$ cat src/rtl/latch_level_reader.sv
// latch_level_reader: synchronises and glitch-filters an asynchronous level,
// then queues timestamped rise/fall records for a valid/ready consumer.
module latch_level_reader #(
  parameter int SYNC_STAGES   = 2,
  parameter int STABLE_CYCLES = 4,
  parameter int TS_W          = 8,
  parameter int DEPTH         = 4
) (
  input  logic                         clk,
  input  logic                         rst,
  input  logic                         level_in,
  output logic                         level_q,
  output logic                         ev_valid,
  input  logic                         ev_ready,
  output logic                         ev_rise,
  output logic [TS_W-1:0]              ev_ts,
  output logic [$clog2(DEPTH+1)-1:0]   ev_count,
  output logic                         overflow
);
  localparam int CW = $clog2(DEPTH+1);
  localparam int AW = $clog2(DEPTH);
  typedef enum logic {IDLE, PEND} state_t;
  state_t state, state_next;
  logic [SYNC_STAGES-1:0] sync;
  logic [7:0] cnt, cnt_cur, cnt_next;
  logic [TS_W-1:0] ts;
  logic [DEPTH-1:0] rise_mem;
  logic [TS_W-1:0] ts_mem [DEPTH];
  logic [AW-1:0] wp, rp;
  logic s_out, fire, pop, full, wr;
  assign s_out    = sync[SYNC_STAGES-1];
  assign ev_valid = ev_count != '0;
  assign ev_rise  = rise_mem[rp];
  assign ev_ts    = ts_mem[rp];
  assign pop      = ev_valid && ev_ready;
  assign full     = ev_count == CW'(DEPTH);
  assign wr       = fire && (!full || pop);
  always_comb begin
    state_next = IDLE;
    cnt_next   = '0;
    fire       = 1'b0;
    cnt_cur    = (state == PEND) ? cnt : '0;
    if (s_out != level_q) begin
      fire       = cnt_cur == 8'(STABLE_CYCLES - 1);
      state_next = fire ? IDLE : PEND;
      cnt_next   = fire ? '0 : cnt_cur + 8'd1;
    end
  end
  always_ff @(posedge clk or negedge rst) begin
    if (!rst) begin
      sync    <= '0;
      state   <= IDLE;
      cnt     <= '0;
      level_q <= 1'b0;
      ts      <= '0;
    end else begin
      sync    <= {sync[SYNC_STAGES-2:0], level_in};
      state   <= state_next;
      cnt     <= cnt_next;
      level_q <= fire ? ~level_q : level_q;
      ts      <= ts + TS_W'(1);
    end
  end
  // Records carry the timestamp visible during the cycle the new level_q is shown.
  always_ff @(posedge clk or negedge rst) begin
    if (!rst) begin
      rise_mem <= '0;
      for (int i = 0; i < DEPTH; i++) ts_mem[i] <= '0;
      wp       <= '0;
      rp       <= '0;
      ev_count <= '0;
      overflow <= 1'b0;
    end else begin
      if (wr) begin
        rise_mem[wp] <= ~level_q;
        ts_mem[wp]   <= ts + TS_W'(1);
        wp           <= wp + AW'(1);
      end
      if (pop) rp <= rp + AW'(1);
      ev_count <= ev_count + CW'(wr) - CW'(pop);
      if (fire && full && !pop) overflow <= 1'b1;
    end
  end
endmodule

$ cat config.mk
export PLATFORM = sky130hd
export DESIGN_NAME = latch_level_reader
export DESIGN_NICKNAME = d
export VERILOG_FILES = /design/src/rtl/latch_level_reader.sv
export SDC_FILE = /design/constraint.sdc
export NUM_CORES = 1
export LEC_CHECK = 0
export BUFFER_PORTS_ARGS = -buffer_cell sky130_fd_sc_hd__buf_2
export CAP_MARGIN = 20
export CELL_PAD_IN_SITES_DETAIL_PLACEMENT = 0
export CELL_PAD_IN_SITES_GLOBAL_PLACEMENT = 1
export CORE_ASPECT_RATIO = 0.9
export CORE_MARGIN = 2
export CORE_UTILIZATION = 40
export DETAILED_ROUTE_END_ITERATION = 16
export HOLD_SLACK_MARGIN = 0.02
export PLACE_DENSITY_LB_ADDON = 0.1
export SETUP_SLACK_MARGIN = 0.02
export SLEW_MARGIN = 10
export SYNTH_ARGS = -nofsm -noshare
export SYNTH_HDL_FRONTEND = slang
export SYNTH_SLANG_ARGS = --single-unit
$ cat constraint.sdc
create_clock -name clk -period 5.3 [get_ports clk]
set_input_delay 1.06 -clock clk [delete_from_list [all_inputs] [get_ports clk]]
set_output_delay 1.06 -clock clk [all_outputs]
set_load 0.05 [all_outputs]
==> results.sh <==
export IMPL_status="complete, no violations"
export IMPL_grt_max_degree=65
export IMPL_overflow=0
export IMPL_grt_usage_pct=15.3
export IMPL_muxShareOfSynthArea_pct=20.1
export IMPL_post_place_cells=309
export IMPL_drt_pass1_iterations=4
export IMPL_synthToLayoutAreaGrowth_pct=11.6
export IMPL_n_antenna_cell=0
export IMPL_ctsRootBufferMaster="clkbuf_8"
export IMPL_worst_path_buf_inv=3
export IMPL_final_cell_mix="dfrtp_1, mux2_2, buf_2, xnor2_1, clkbuf_8"
export IMPL_postCtsHoldBufs=0
export IMPL_dieWidth_microns=95.3
export IMPL_instances_no_fill=325
export IMPL_start_util_pct=42.0
export IMPL_maxSlewViolCount=0
export IMPL_power_density_nw_per_um2=460
export IMPL_cp_max_fo=15
export IMPL_period_needed_ns=3.18
export IMPL_syn_inst=201
export IMPL_drive_gt1_share_pct=39.2
export IMPL_cts_tree="yes"
export IMPL_num_vias=1641
export IMPL_cts_max_level=3
export IMPL_p_switching_mw=0.582
export IMPL_setup_viol=0
export IMPL_combPwrFrac_pct=31.9
export IMPL_ys_seq_elements=64
export IMPL_path_class="register to register"
export IMPL_cts_buffers_inserted=9
export IMPL_hold_path_startpoint="sync[0]"
export IMPL_ir_worst_vdd_mv=0.346
export IMPL_syn_nets=214
export IMPL_die_y_microns=86.2
export IMPL_yosysWarnings=0
export IMPL_seq_area_sq_um=1600
export IMPL_fin_total_pwr_mw=1.54
export IMPL_r2r_cells=13
export IMPL_synth_fa_ha_area_share_pct=4.00
export IMPL_clk_pin_slew_worst_paths_ns=0.07
export IMPL_viasPerCell=5.05
export IMPL_min_delay_path_class="register to register"
export IMPL_post_cts_resized=0
export IMPL_power_frac_seq_pct=45.0
export IMPL_crit_family="adder cells"
export IMPL_drtIter0Drc=56
export IMPL_slowest_delay_ns=0.69
export IMPL_post_cts_setup_buffers=0
export IMPL_cp_cell_sequence="and2_1 -> ha_1 -> nor4b_2 -> a21boi_4 -> nor2_2 -> inv_1 -> ha_1 -> inv_1 -> ha_1 -> inv_1 -> fa_1 -> xnor2_1 -> xnor2_1"
export IMPL_start_kind="register"
export IMPL_yosysUniqueCellTypes=31
export IMPL_io_pins=19
export IMPL_reg2reg_from="cnt[0]"
export IMPL_rrSetupSlack_ns=2.12
export IMPL_synth_cell_area_sq_um=3000
export IMPL_drc=0
export IMPL_clock_sinks=64
export IMPL_antenna_found_initial=0
export IMPL_r2r_end="ev_count[2]"
export IMPL_p_int_mw=0.960
export IMPL_io_buffers=18
export IMPL_cp_required_ns=5.56
export IMPL_die_area_sq_um=8220
export IMPL_layout_commonest_cell="dfrtp_1"
export IMPL_crit_slowest_cell="a21boi_4"
export IMPL_gp_congestion=0.786
export IMPL_pwr_share_clk_pct=23.1
export IMPL_tns_ns=0
export IMPL_hpwl_mm=3.62
export IMPL_swShare_pct=37.7
export IMPL_rows=29
export IMPL_max_freq_mhz=314
export IMPL_syn_avg_cell_area_sq_um=14.9
export IMPL_cts_buffer_depth=2
export IMPL_synthXorXnorAreaFrac_pct=5.88
export IMPL_multi_input_area_sq_um=1340
export IMPL_cp_data_arrival_time_ns=3.44
export IMPL_synth_top_family_by_area="multiplexers"
export IMPL_cap_viol_max_count=0
export IMPL_min_to="sync[1]"
export IMPL_finalHoldViolations=0
export IMPL_antenna_left=0
export IMPL_grt_pass1_wl_mm=9.27
export IMPL_coreArea_sq_um=7150
export IMPL_power_leakage_nw=1.65
export IMPL_wl_per_cell_microns=16.8
export IMPL_synth_compound_area_share_pct=2.54
export IMPL_nets=240
export IMPL_drt_total_wl_mm=5.46
export IMPL_grt_pass1_vias=1807
export IMPL_fin_crit_sh_pct=60.1
export IMPL_tightest_slew_ns=0.841
export IMPL_clk_latency_ns=0.33
export IMPL_grt_setup_unrepaired="false"
export IMPL_hold_depth=0
export IMPL_fin_skew_ns=0.00780
export IMPL_synth_simple_gate_area_share_pct=12.2
export IMPL_fillers=653
export IMPL_crit_path_end_kind="register"
export IMPL_ys_seq_area_share_pct=53.3
export IMPL_slew_headroom_pct=43.8
[synthesized netlist by cell type, drive strengths merged]
| cell | instances | area (sq um) |
|---|---|---|
| or3 | 1 | 7.51 |
| inv | 7 | 26.3 |
| nor4b | 1 | 15.0 |
| buf | 3 | 27.5 |
| and2 | 4 | 25.0 |
| xnor2 | 12 | 105 |
| ha | 8 | 100 |
| clkbuf | 1 | 3.75 |
| fa | 1 | 20.0 |
| nor3 | 1 | 5.00 |
| o21bai | 1 | 7.51 |
| o31ai | 4 | 30.0 |
| xor2 | 6 | 71.3 |
| o21ai | 4 | 20.0 |
| mux4 | 9 | 203 |
| dfrtp | 64 | 1600 |
| nor2 | 12 | 113 |
| or2b | 2 | 17.5 |
| mux2 | 34 | 402 |
| nand3 | 13 | 115 |
| nor2b | 1 | 6.26 |
| nand2 | 4 | 15.0 |
| a21boi | 1 | 18.8 |
| or4b | 1 | 10.0 |
| and3 | 6 | 37.5 |
[final cells by class]
class / count / area share [%]
inverter: 7 / 0.784
clock inverter: 4 / 0.597
tap: 93 / 3.47
timing repair buffer: 19 / 2.91
multi-input combinational: 126 / 40.1
clock buffer: 12 / 4.33
sequential: 64 / 47.8
[sequential cells by signal, summed over array words and instances, names as in the netlist, 2 cells and up]
register and flops:
ts_mem 32, ev_count 3, wp 2, ts 8
sync 2, cnt 8, rp 2, rise_mem 4
[metal layers]
| metal | part of all wire, % | track usage, % |
|---|---|---|
| met1 | 47 | 20.5 |
| met2 | 49 | 23.9 |
| met3 | 3.2 | 4.78 |
| met4 | 0.88 | 5.14 |
| met5 | 0 | 0 |
[metrics by stage]
step	cell area, sq um	hold WS (ns)	setup WS, ns	util, %
final	3350	0.368	2.12	46.9
after global routing	3350	0.386	1.94	46.9
after CTS	3350	0.375	2.08	46.9
after detailed placement	3190	0.353	1.86	44.6
after global placement	3190	0.335	1.94	44.6
after floorplan	3000	0.331	2.18	-
[kinds of logic after synthesis]
family | after synthesis
AOI/OAI and AO/OA | 10
adders and majority gates | 9
muxes | 43
buffers and inverters | 11
xor gates and xnor gates | 18
DFF | 64
and+or+nand+nor | 46
[power groups by stage]
| stage | Clock [mW] | Combinational (mW) | Sequential, mW |
|---|---|---|---|
| 2_1_floorplan | 0 | 0.388 | 0.702 |
| 3_3_place_gp | 0 | 0.487 | 0.695 |
| 3_5_place_dp | 0 | 0.498 | 0.706 |
| 4_1_cts | 0.374 | 0.501 | 0.698 |
| 5_1_grt | 0.400 | 0.529 | 0.714 |
| 6_report | 0.357 | 0.493 | 0.694 |
[worst max path at each step]
stage          startpoint           to  cells past startpoint  slack [ns]
2_1_floorplan    ev_ready  ev_count[2]                     12        2.18
3_3_place_gp     ev_ready  ev_count[2]                     12        1.94
3_5_place_dp     ev_ready  ev_count[2]                     12        1.86
4_1_cts             state  ev_count[2]                     13        2.08
5_1_grt             state  ev_count[2]                     13        1.94
6_report           cnt[0]  ev_count[2]                     13        2.12
[worst reg2reg max path, stage by stage, from the launching register on]
cell and delay (ns):
dfrtp_1 0.38, and2_1 0.21, ha_1 0.25, nor4b_2 0.20
a21boi_4 0.69, nor2_2 0.15, inv_1 0.10, ha_1 0.22
inv_1 0.05, ha_1 0.13, inv_1 0.04, fa_1 0.37
xnor2_1 0.19, xnor2_1 0.14
(Power assumes the default switching activity.)
